**src/rtl/reg_write_arbiter.sv**
```systemverilog
// Round-robin arbiter that shares one register write bus among NUM_REQ requesters.
// Latency: request sampled in IDLE -> grant/reg_enable/bus_data driven the next cycle (one write per 3 cycles).
// Backpressure: losers keep their level request asserted; the grant pulse is the only accept indication.
module reg_write_arbiter #(
  parameter int NUM_REQ = 4,
  parameter int WIDTH   = 8,
  parameter int DEST_W  = 3
) (
  input  logic                      clock,
  input  logic                      reset,
  input  logic [NUM_REQ-1:0]        req,
  input  logic [NUM_REQ*WIDTH-1:0]  req_data,
  input  logic [NUM_REQ*DEST_W-1:0] req_dest,
  output logic [NUM_REQ-1:0]        grant,
  output logic [WIDTH-1:0]          bus_data,
  output logic [(2**DEST_W)-1:0]    reg_enable,
  output logic                      busy
);

  localparam int NUM_REGS = 2**DEST_W;
  localparam int IDX_W    = (NUM_REQ > 1) ? $clog2(NUM_REQ) : 1;

  typedef enum logic [1:0] {
    IDLE  = 2'd0,
    WRITE = 2'd1,
    TURN  = 2'd2
  } state_t;

  state_t              state;
  state_t              state_nxt;

  // ptr: requester with first priority at the next arbitration.
  // winner: requester granted in the current write; drives the pointer update.
  logic [IDX_W-1:0]    ptr;
  logic [IDX_W-1:0]    ptr_nxt;
  logic [IDX_W-1:0]    winner;
  logic [IDX_W-1:0]    winner_nxt;

  logic [NUM_REQ-1:0]  grant_nxt;
  logic [WIDTH-1:0]    bus_data_nxt;
  logic [NUM_REGS-1:0] reg_enable_nxt;
  logic                busy_nxt;

  // Arbitration helpers
  logic [NUM_REQ-1:0]  req_ok;
  logic                any_req;
  logic [IDX_W-1:0]    pick;
  logic [WIDTH-1:0]    pick_data;
  logic [DEST_W-1:0]   pick_dest;
  int                  cand;

  // Only a clean logic 1 counts as a request; X/Z from an unset requester is ignored.
  always_comb begin
    req_ok = '0;
    for (int i = 0; i < NUM_REQ; i++) begin
      req_ok[i] = (req[i] === 1'b1);
    end
  end

  // Scan from the priority pointer upward with wrap; first valid request wins.
  always_comb begin
    any_req = 1'b0;
    pick    = '0;
    cand    = 0;
    for (int k = 0; k < NUM_REQ; k++) begin
      cand = int'(ptr) + k;
      if (cand >= NUM_REQ) begin
        cand = cand - NUM_REQ;
      end
      if (!any_req && req_ok[cand]) begin
        any_req = 1'b1;
        pick    = IDX_W'(cand);
      end
    end
  end

  // Mux the winning requester's payload onto the capture path.
  always_comb begin
    pick_data = req_data[pick*WIDTH +: WIDTH];
    pick_dest = req_dest[pick*DEST_W +: DEST_W];
  end

  // Next-state and next-output logic; all outputs are registered from these values.
  always_comb begin
    state_nxt      = state;
    ptr_nxt        = ptr;
    winner_nxt     = winner;
    grant_nxt      = '0;
    reg_enable_nxt = '0;
    bus_data_nxt   = bus_data;
    busy_nxt       = 1'b0;

    unique case (state)
      IDLE: begin
        if (any_req) begin
          // Payload is captured here; later changes by the requester are ignored.
          state_nxt      = WRITE;
          winner_nxt     = pick;
          grant_nxt      = NUM_REQ'(1) << pick;
          bus_data_nxt   = pick_data;
          reg_enable_nxt = NUM_REGS'(1) << pick_dest;
          busy_nxt       = 1'b1;
        end else begin
          // Idle bus is parked at zero.
          bus_data_nxt = '0;
        end
      end
      WRITE: begin
        // Single-cycle write; the winner drops to lowest priority.
        state_nxt = TURN;
        ptr_nxt   = (winner == IDX_W'(NUM_REQ - 1)) ? '0 : winner + 1'b1;
      end
      TURN: begin
        // Dead cycle lets the granted requester withdraw before re-arbitration.
        state_nxt = IDLE;
      end
      default: begin
        state_nxt = IDLE;
      end
    endcase
  end

  // State and registered outputs with synchronous reset.
  always_ff @(posedge clock) begin
    if (reset) begin
      state      <= IDLE;
      ptr        <= '0;
      winner     <= '0;
      grant      <= '0;
      bus_data   <= '0;
      reg_enable <= '0;
      busy       <= 1'b0;
    end else begin
      state      <= state_nxt;
      ptr        <= ptr_nxt;
      winner     <= winner_nxt;
      grant      <= grant_nxt;
      bus_data   <= bus_data_nxt;
      reg_enable <= reg_enable_nxt;
      busy       <= busy_nxt;
    end
  end

  // Structural invariants of the write pulse.
  a_grant_onehot : assert property (@(posedge clock) disable iff (reset) $onehot0(grant));
  a_enable_onehot : assert property (@(posedge clock) disable iff (reset) $onehot0(reg_enable));
  a_busy_state : assert property (@(posedge clock) disable iff (reset) busy == (state == WRITE));
  a_grant_in_write : assert property (@(posedge clock) disable iff (reset) (grant != '0) -> busy);

endmodule

```
**config.mk**
```make
export PLATFORM = sky130hd
export DESIGN_NAME = reg_write_arbiter
export DESIGN_NICKNAME = d
export VERILOG_FILES = /design/src/rtl/reg_write_arbiter.sv
export SDC_FILE = /design/constraint.sdc
export NUM_CORES = 1
export LEC_CHECK = 0
export ABC_AREA = 1
export CAP_MARGIN = 0
export CORE_UTILIZATION = 57
export CTS_CLUSTER_SIZE = 24
export DETAILED_ROUTE_END_ITERATION = 12
export DONT_BUFFER_PORTS = 1
export PLACE_DENSITY = 0.69
export SKIP_CTS_REPAIR_TIMING = 1
export SYNTH_ARGS = -nofsm -noshare
export SYNTH_HDL_FRONTEND = slang
export SYNTH_SLANG_ARGS = --single-unit
```
**constraint.sdc**
```tcl
create_clock -name clock -period 2.8 [get_ports clock]
set_input_delay 0.56 -clock clock [delete_from_list [all_inputs] [get_ports clock]]
set_output_delay 0.56 -clock clock [all_outputs]
set_load 0.05 [all_outputs]
```
### Word-level counts from Yosys, hierarchy flattened

Cells that the tools add are included.

| word-level totals | value |
|---|---|
| register bits after elaboration | 27 |
| bits in latches | 0 |
| RAM bits | 0 |
| bits in read-only memories | 0 |
| input port bits | 50 |
| output and inout bits | 21 |
| memories | 0 |

| operators by class | value |
|---|---|
| $add $sub $neg | 8 |
| multipliers | 1 |
| divide/modulo/power cells | 0 |
| magnitude comparators | 8 |
| eq/ne operators | 7 |
| shift operators | 4 |
| mux-type cells | 29 |
| bitwise operators | 2 |
| reduce and logical (&&, ||, !) cells | 10 |

Operators by type and width:

| operator | number |
|---|---|
| $lt A32 B4 Y1 const B | 4 |
| $mux W32 | 4 |
| $shiftx A32 B6 Y8 | 1 |
| $mux W1 | 13 |
| $mux W2 | 6 |
| $shiftx A12 B5 Y3 | 1 |
| $sub A3 B3 Y4 const B | 3 |
| $ge A3 B3 Y1 const B | 3 |
| $bmux W1 S2 | 4 |
| $mux W8 | 1 |
| $shl A1 B3 Y8 const A | 1 |
| $add A2 B2 Y3 const B | 2 |
| $eqx A1 B1 Y1 const B | 4 |
| $mul A2 B2 Y4 const B | 1 |
| $pmux W2 S2 | 1 |
| $shl A1 B2 Y4 const A | 1 |
| $sub A2 B3 Y4 const B | 1 |
| $add A2 B1 Y3 const B | 1 |
| $ge A2 B3 Y1 const B | 1 |
| $logic_and A1 B1 Y1 | 3 |
| $logic_not A1 Y1 | 3 |
| $reduce_or A3 Y1 | 1 |
| $add A2 B1 Y2 const B | 1 |
| $eq A2 B1 Y1 const B | 1 |
| 6 further kinds | 7 |

### Longest topological paths before layout

Gate-level depths: netlist (run 1).

| depth | value |
|---|---|
| depth in word-level cells | 18 |
| gate-level depth with buffers | 16 |
| mapped depth without buffers | 16 |

### Worst setup path before layout (run 1)

Ideal clock, no wire load.

| timing path | value |
|---|---|
| path type | input to register |
| from | input req[3] |
| to | register bus_data[0] |
| arrival time | 1.721 ns |
| data required time | 2.686 ns |
| setup slack | 0.965 ns |
| cell stages on the path | 14 |
| path buffers | 2 |
| cell sequence | inv_1 > nand2_2 > nand3_2 > nand2_2 > nor2_4 > nand3_2 > nand3_1 > nand2_1 > buf_4 > buf_4 > o211ai_1 > nand2_1 > nand2_1 > nand2_1 |

| between the ends | value |
|---|---|
| word-level cells in the longest chain between the ends | 16 |
| elaborated cells between the ends (all ways) | 29 |

RTL lines:

| element | RTL line | RTL |
|---|---|---|
| from (decl) | 11 | `input logic [NUM_REQ-1:0] req,` |
| $eqx A1 B1 Y1 * | 56 | `req_ok[i] = (req[i] === 1'b1);` |
| $bmux W1 S2 | 70 | `if (!any_req && req_ok[cand]) begin` |
| $mux W1 (implied by the code) (2 in a row) | 70 |  |
| $mux W1 | 70 |  |
| $logic_not A1 Y1 | 70 |  |
| $logic_and A1 B1 Y1 | 70 |  |
| $mux W1 | 70 |  |
| $logic_not A1 Y1 | 70 |  |
| $logic_and A1 B1 Y1 | 70 |  |
| $mux W1 | 70 |  |
| $logic_not A1 Y1 | 70 |  |
| $logic_and A1 B1 Y1 | 70 |  |
| $mux W2 | 70 |  |
| $shiftx A32 B6 Y8 | 79 | `pick_data = req_data[pick*WIDTH +: WIDTH];` |
| $mux W8 * | 95 | `if (any_req) begin` |
| to (signal assigned) | 138 | `bus_data <= bus_data_nxt;` |
| to (decl) | 15 | `output logic [WIDTH-1:0] bus_data,` |

Mark *: on every way between the ends. The rest lies on a longest branch, timed or not. The select of a mux whose other input is x is not followed.
A chain may end at the register's enable or synchronous reset.

### Worst setup path in the final report (run 1)

| timing path | value |
|---|---|
| from | register ptr[0] |
| to | register reg_enable[7] |

| between the ends | value |
|---|---|
| word-level cells in the longest chain between the ends | 18 |
| elaborated cells between the ends (all ways) | 46 |

RTL lines:

| element | RTL line | RTL |
|---|---|---|
| from (decl) | 34 | `logic [IDX_W-1:0] ptr;` |
| from (signal assigned) | 135 | `ptr <= ptr_nxt;` |
| parallel branches: the longest is 18 deep, another holds $sub A3 B3 Y4 | -- |  |
| to (signal assigned) | 139 | `reg_enable <= reg_enable_nxt;` |
| to (decl) | 16 | `output logic [(2**DEST_W)-1:0] reg_enable,` |

Several ways; the timed one is not identified. The select of a mux whose other input is x is not followed.

==> impl_metrics.ini, run 1 <==
[run_status]
status = complete, no violations

[drt]
drc = 0
drtAntennaViolNets = 0
vias = 1446
dr.pass1.iters = 4
detail_route.wl_per_cell_microns = 12.3
wl_microns = 3380
via_per_inst = 5.28
dr.first_iter.drc_count = 20

[cells_and_area]
final_nets = 296
finalInstanceArea_sq_um = 1570
drive_above_1_share = 0.107
num_antenna_cells = 0
final_core_util = 0.624
area_growth_pct = 1.13

[setup_path]
crit_chain = inv_2 > nand2_1 > nand3_1 > nand2_1 > inv_1 > nand3_2 > nand3_1 > nand2_1 > clkinv_1 > nand3_1 > nand3_1 > nor2_1
timing.reg2reg.setup_slack_ns = 0.43
critPathArrivalTime_ns = 2.64
cp.required_ns = 3.07
crit_type = reg2reg
crit_family = simple AND/OR/NAND/NOR gates
cp.buffers_inverters = 3
cp_slowest_stage_delay_ns = 0.59
crit_slowest_cell = dfxtp_1
cpMostUsedCell = nand3_1
cp-start-kind = flop
end_kind = flop
cp_max_fo = 11
timing.rr.end = reg_enable[7]
r2r.worst_path.cells = 12
regToRegStartpoint = ptr[0]

[yosys]
synth_cell_types = 24
ys.flop_type = dfxtp_1
synth.ff_latch_count = 27
async_flop_share = 0
syn-num-nets = 298
synth.largest_area_cell = dfxtp_1
avgSynthCellArea_sq_um = 6.30
synth_edf_count = 0
yosysWarnings = 0
seq_area_frac_synth = 0.348
synth_cells = 247
synth_top_cell_area_share = 0.348
synth_area_sq_um = 1560
synth_area_leaders = dfxtp_1 (35%), nand2_1 (23%), nand3_1 (10%)

[timing]
period_minus_slack_ns = 2.37
final_hold_viol_count = 0
fmax_mhz = 422
setup_viol = 0
setup_ws_ns = 0.429
final-max-slew-violation-count = 0
holdWs_ns = 0.276
rsz0062_at_grt = no
fin_skew_ns = 0.00208
slew_headroom = 0.661
fin_tns_setup_ns = 0
period_share = 0.847
worst_slew_pin_slew_ns = 0.508

[place]
dp_slack_ns = 0.423
place_area_sq_um = 1550
place_congestion = 0.922
dp_hpwl_microns = 2730
numPortBuffers = 0

[die]
die_area_sq_um = 2940
core_area_sq_um = 2520
ios = 71
rows = 18
die_y_microns = 54.2
initial_core_util = 0.617
fp.dieW_microns = 54.2

[hold_path]
worstHoldPathCells = 1
worstHoldPathType = in2reg
holdPathEnd = bus_data[7]
min_from = reset

[clock_tree]
cts.sinks = 27
cts.clk_slew.worst_paths_ns = 0.15
cts_max_path_buffers = 2
cts_root_buf = clkbuf_4
cts_made_buffers = 3
cts_tree = done
clk_latency_ns = 0.32
htreeDepth = 1

[grt]
grt_max_degree = 19
globalRouteTotalUtil = 0.232
grt_pass1_vias = 1207
grt_antenna_before_repair = 0
grt_pass1_wl_microns = 4990
grt-ovfl-total = 0

[power]
peakVddDrop_mv = 0.936
p_per_area_nw_per_um2 = 1360
leakagePower_nw = 0.821

[job]
cap_violations = 0
## cell usage in the layout (no fill, tap or decap), drive strengths merged
cell type	synthesis	layout
buf	8	2
ha	1	1
o21ai	10	10
inv	24	24
nand3b	2	2
o211ai	3	3
nand2	104	104
nand4	1	1
a31oi	1	1
a21oi	4	4
dfxtp	27	27
nor2	25	25
nand3	35	35
clkbuf	1	3
clkinv	1	2
## power by group
part           total, mW  internal [mW]  switching, mW
sequential         0.962          0.514          0.448
clock              0.171         0.0536          0.117
combinational       1.01          0.329          0.684
## registers in the layout, summed over array words and instances (netlist names)
| name | count |
|---|---|
| bus_data | 8 |
| busy | 1 |
| grant | 4 |
| ptr | 2 |
| reg_enable | 8 |
| state | 2 |
| winner | 2 |
## per-stage QoR
step           instances  total power, mW
2_1_floorplan        247             1.86
3_3_place_gp         270             1.96
3_5_place_dp         270             1.99
4_1_cts              274             2.16
5_1_grt              274             2.34
6_report             274             2.15
## synth_stat cells, types with 2 or more instances
cell type / count
a21oi_1: 4
buf_2: 2
buf_4: 5
dfxtp_1: 27
inv_1: 21
inv_2: 3
nand2_1: 94
nand2_2: 10
nand3_1: 32
nand3_2: 3
nand3b_1: 2
nor2_1: 24
o211ai_1: 3
o21ai_0: 6
o21ai_2: 2
## area by class of cell
type	instances	area [sq um]
Clock inverter	1	5.00
Clock buffer	3	22.5
Sequential cell	27	541
Tap cell	30	37.5
Multi-Input combinational cell	186	858
Inverter	25	93.8
Fill cell	247	950
Timing Repair Buffer	2	15.0
## per-layer routing
metal / global-route usage / part of all wire
met1: 0.297 / 0.43
met2: 0.378 / 0.47
met3: 0.0583 / 0.085
met4: 0.0769 / 0.012
met5: 0 / 0
## how the worst max path moves through the flow
stage	from	endpoint	slack, ns	cells past startpoint
4_1_cts	ptr[0]	reg_enable[7]	0.39	12
2_1_floorplan	req[3]	bus_data[0]	0.97	14
3_3_place_gp	ptr[0]	reg_enable[5]	0.55	15
6_report	ptr[0]	reg_enable[7]	0.43	12
3_5_place_dp	ptr[0]	reg_enable[1]	0.42	13
5_1_grt	ptr[0]	reg_enable[6]	0.05	12
## cell families (layout without fill, tap and decap cells)
logic type	Yosys count	count (layout)	share of synthesized area
DFF	27	27	0.348
buffers and inverters	34	31	0.101
AOI/OAI and AO/OA	18	18	0.0756
adders and majority gates	1	1	0.00804
and+or+nand+nor	167	167	0.468
(Power assumes the default switching activity.)
==> inputs of run 2 (changes only) <==
clock period = 2.2 ns   (was 2.8 ns; I/O delays follow)
==> impl_metrics.ini, run 2 (synthesized netlist as in run 1, its figures left out) <==
[run_status]
status = complete, no violations

[die]
die_y_microns = 54.2
ios = 71
rows = 18
core_area_sq_um = 2520
fp.dieW_microns = 54.2
die_area_sq_um = 2940
initial_core_util = 0.617

[drt]
via_per_inst = 5.46
dr.pass1.iters = 4
drc = 0
vias = 1519
drtAntennaViolNets = 0
dr.first_iter.drc_count = 38
wl_microns = 3610
detail_route.wl_per_cell_microns = 13.0

[power]
leakagePower_nw = 0.839
power.share.sequential = 0.424
switching_power_mw = 1.66
peakVddDrop_mv = 1.25
p_per_area_nw_per_um2 = 1770
combPwrFrac = 0.498
p_sw_frac = 0.579
p_int_mw = 1.21
total_power_mw = 2.87
p_clk_frac = 0.078

[clock_tree]
htreeDepth = 1
cts_root_buf = clkbuf_4
cts.sinks = 27
clk_latency_ns = 0.33
cts_tree = done
cts.clk_slew.worst_paths_ns = 0.16
cts_made_buffers = 3
cts_max_path_buffers = 2

[timing]
fin_tns_setup_ns = 0
fmax_mhz = 510
setup_viol = 0
rsz0062_at_grt = no
fin_skew_ns = 0.00891
final_hold_viol_count = 0
period_minus_slack_ns = 1.96
setup_ws_ns = 0.239
holdWs_ns = 0.150
slew_headroom = 0.658
worst_slew_pin_slew_ns = 0.513
final-max-slew-violation-count = 0
period_share = 0.891

[grt]
grt_max_degree = 19
globalRouteTotalUtil = 0.256
grt_antenna_before_repair = 0
grt_pass1_wl_microns = 5500
grt-ovfl-total = 0
grt_pass1_vias = 1339

[setup_path]
critPathArrivalTime_ns = 2.24
cp.required_ns = 2.47
cp_max_fo = 18
end_kind = flop
cp-start-kind = flop
crit_type = reg2reg

[place]
dp_hpwl_microns = 2840
dp_slack_ns = 0.142
dpl.cell_count = 274
place_area_sq_um = 1580
numPortBuffers = 0
place_congestion = 0.934

[cells_and_area]
fin_cells = 278
num_antenna_cells = 0
final_core_util = 0.643
finalInstanceArea_sq_um = 1620
fillers = 240
drive_above_1_share = 0.133
area_growth_pct = 4.34
final_cell_mix = nand2_1 (94), nand3_1 (32), dfxtp_1 (25)
final_nets = 300
largestRegisters = bus_data: 8 flops, reg_enable: 8 flops, grant: 4 flops
final_common_cell = nand2_1

[job]
cap_violations = 0

[hold_path]
worstHoldPathType = in2reg
## run 2: cell type report
type / instances / area (sq um) / area share
multi-input combinational: 186 / 863 / 0.532
sequential: 27 / 543 / 0.335
inverter: 25 / 100 / 0.0617
timing repair buffer: 6 / 48.8 / 0.0301
tap: 30 / 37.5 / 0.0231
clock buffer: 3 / 22.5 / 0.0139
clock inverter: 1 / 7.51 / 0.00463
## run 2: path summary, 6_finish.rpt
kind / from / end / slack [ns] / cells after the start
setup reg to reg: ptr[0] / reg_enable[6] / 0.24 / 14
hold / removal: reset / bus_data[7] / 0.15 / 1
hold reg to reg: winner[1] / winner[1] / 0.49 / 2
setup / recovery: ptr[0] / reg_enable[6] / 0.24 / 14
## run 2: power groups by stage
stage	Sequential [mW]	Clock, mW	Combinational [mW]
after floorplan	1.21	0	1.16
after global placement	1.23	0	1.33
after detailed placement	1.23	0	1.38
after CTS	1.22	0.225	1.38
after global routing	1.25	0.244	1.64
final	1.22	0.225	1.43
## run 2: layer usage
layer,vias up,routed length [microns],global-route usage
met3,2,251,0.0444
met2,54,1820,0.445
met5,-,0,0
met1,688,1520,0.319
met4,0,12,0.0726
li1,775,-,-
## run 2: critical path, cell delays in order (launching register included)
cell and delay [ns]:
dfxtp_2 0.37, buf_4 0.16, nand2_1 0.06, nand2_1 0.10, nand2_1 0.10, nand2_2 0.07
nor2_4 0.12, nand3_2 0.09, nand2_2 0.10, nand2_4 0.11, inv_4 0.17, nand2_1 0.07
nand3_1 0.09, nand3_1 0.15, nor2_1 0.14
==> inputs of run 3 (changes only) <==
ABC_AREA = 0   (was 1)
CTS_CLUSTER_SIZE = 40   (was 24)
SKIP_LAST_GASP = 1   (was default)
==> impl_metrics.ini, run 3 <==
[yosys]
ys.flop_type = dfxtp_1
synth.largest_area_cell = dfxtp_1
synth_area_sq_um = 1300
synthTopCellsByCount = nand2_1 (32), dfxtp_1 (27), nand3_1 (18), nor2_1 (11), nor3_1 (9)
synth.ff_latch_count = 27
synth_area_leaders = dfxtp_1 (42%), nand2_1 (9.3%), nand3_1 (6.9%)
yosysMostFrequentCell = nand2_1
synth_cell_types = 28
synth_edf_count = 0
yosysWarnings = 0
synth_top_cell_area_share = 0.417
seq_area_frac_synth = 0.417
async_flop_share = 0
avgSynthCellArea_sq_um = 8.54
syn-num-nets = 203
synth_cells = 152

[setup_path]
crit_type = reg2reg
cp-start-kind = flop
crit_chain = mux2_4 > nand2_4 > and3_2 > o211ai_1 > a211o_1 > nor3_1
crit_slowest_cell = dfxtp_1
cp.required_ns = 2.45
cp_max_fo = 8
cp_slowest_stage_delay_ns = 0.49
critPathArrivalTime_ns = 2.22
end_kind = flop

[grt]
grt_pass1_vias = 1089
grt_pass1_wl_microns = 4690
globalRouteTotalUtil = 0.248
grt_max_degree = 20
grt_antenna_before_repair = 0
grt-ovfl-total = 0

[cells_and_area]
largestRegisters = bus_data: 8 flops, reg_enable: 8 flops, grant: 4 flops
drive_above_1_share = 0.112
final_nets = 204
final_core_util = 0.657
fillers = 194
final_cell_mix = nand2_1 (32), dfxtp_1 (27), nand3_1 (18)
final_common_cell = nand2_1
area_growth_pct = 3.38
num_antenna_cells = 0

[die]
ios = 71
core_area_sq_um = 2040
die_area_sq_um = 2470
die_y_microns = 49.7
rows = 16
fp.dieW_microns = 49.7
initial_core_util = 0.635

[timing]
fin_tns_setup_ns = 0
period_minus_slack_ns = 1.98
slew_headroom = 0.639
worst_slew_pin_slew_ns = 0.541
rsz0062_at_grt = no
final-max-slew-violation-count = 0
final_hold_viol_count = 0
fin_skew_ns = 0.00642
period_share = 0.898
setup_viol = 0
fmax_mhz = 506

[drt]
wl_microns = 2760
vias = 1112
dr.first_iter.drc_count = 22
drtAntennaViolNets = 0
via_per_inst = 6.21
drc = 0
detail_route.wl_per_cell_microns = 15.4
dr.pass1.iters = 4

[power]
combPwrFrac = 0.211
total_power_mw = 1.13
leakagePower_nw = 0.571
peakVddDrop_mv = 0.418
power.share.sequential = 0.598
p_sw_frac = 0.380
switching_power_uw = 430
p_clk_frac = 0.191
p_int_uw = 703
p_per_area_nw_per_um2 = 845

[place]
dp_hpwl_microns = 2190
numPortBuffers = 0
place_congestion = 0.806

[clock_tree]
cts_max_path_buffers = 2
cts_tree = done
cts_made_buffers = 3
cts_root_buf = clkbuf_4
cts.clk_slew.worst_paths_ns = 0.15
htreeDepth = 1
clk_latency_ns = 0.32
cts.sinks = 27

[run_status]
status = complete, no violations

[hold_path]
worstHoldPathType = in2reg

[job]
cap_violations = 0
==> run 3: final cells by class <==
cell class / count / area [sq um] / area share
repair buffers: 5 / 37.5 / 0.0280
well taps: 27 / 33.8 / 0.0252
clock buffers: 3 / 22.5 / 0.0168
inverters: 3 / 11.3 / 0.00840
multi-input cells: 113 / 688 / 0.513
clock inverters: 1 / 7.51 / 0.00560
flip-flops and latches: 27 / 541 / 0.403
==> run 3: logic make-up (layout without fill, tap and decap cells) <==
logic type      Yosys count  after routing  share of synthesized area
simple gates             81             81                      0.286
flops                    27             27                      0.417
compound gates           21             21                      0.150
buf+inv                  12             12                     0.0540
mux                      10             10                     0.0829
fa+ha+maj                 1              1                    0.00964
==> run 3: power by group through the flow <==
stage,Combinational (mW),Clock (mW),Sequential (mW)
after floorplan,0.204,0,0.679
after global placement,0.230,0,0.686
after detailed placement,0.241,0,0.688
after CTS,0.240,0.221,0.677
after global routing,0.271,0.237,0.682
final,0.239,0.217,0.677
==> run 3: worst max-delay path, delay by kind of cell, from the launching register on <==
family	cells	cell delay, ns
muxes	1	0.34
DFF	1	0.49
and+or+nand+nor	3	0.56
AOI/OAI and AO/OA	2	0.52
==> run 3: per-layer routing <==
metal  wire, microns  track usage  vias to the layer above  share of wire
li1                -            -                      540              -
met1            1110        0.285                      533           0.40
met2            1420        0.439                       37           0.51
met3             215       0.0741                        2          0.078
met4              15       0.0667                        0         0.0054
met5               0            0                        -              0
==> run 3: path summary, 6_finish.rpt <==
check | from | end | slack [ns] | cells after the start
worst max-delay path | ptr[1] | reg_enable[0] | 0.22 | 6
worst min-delay path | reset | winner[0] | 0.16 | 1
worst max register to register | ptr[1] | reg_enable[0] | 0.22 | 6
worst min register to register | ptr[0] | ptr[0] | 0.52 | 2
==> run 3: metrics by stage <==
step           hold slack (ns)  setup WS [ns]  std cells  cell area, sq um
2_1_floorplan            0.457          0.397        152              1300
3_3_place_gp             0.474          0.251        175              1310
3_5_place_dp             0.495          0.114        175              1310
4_1_cts                  0.156         0.0848        179              1340
5_1_grt                  0.143         0.0561        179              1340
6_report                 0.160          0.225        179              1340
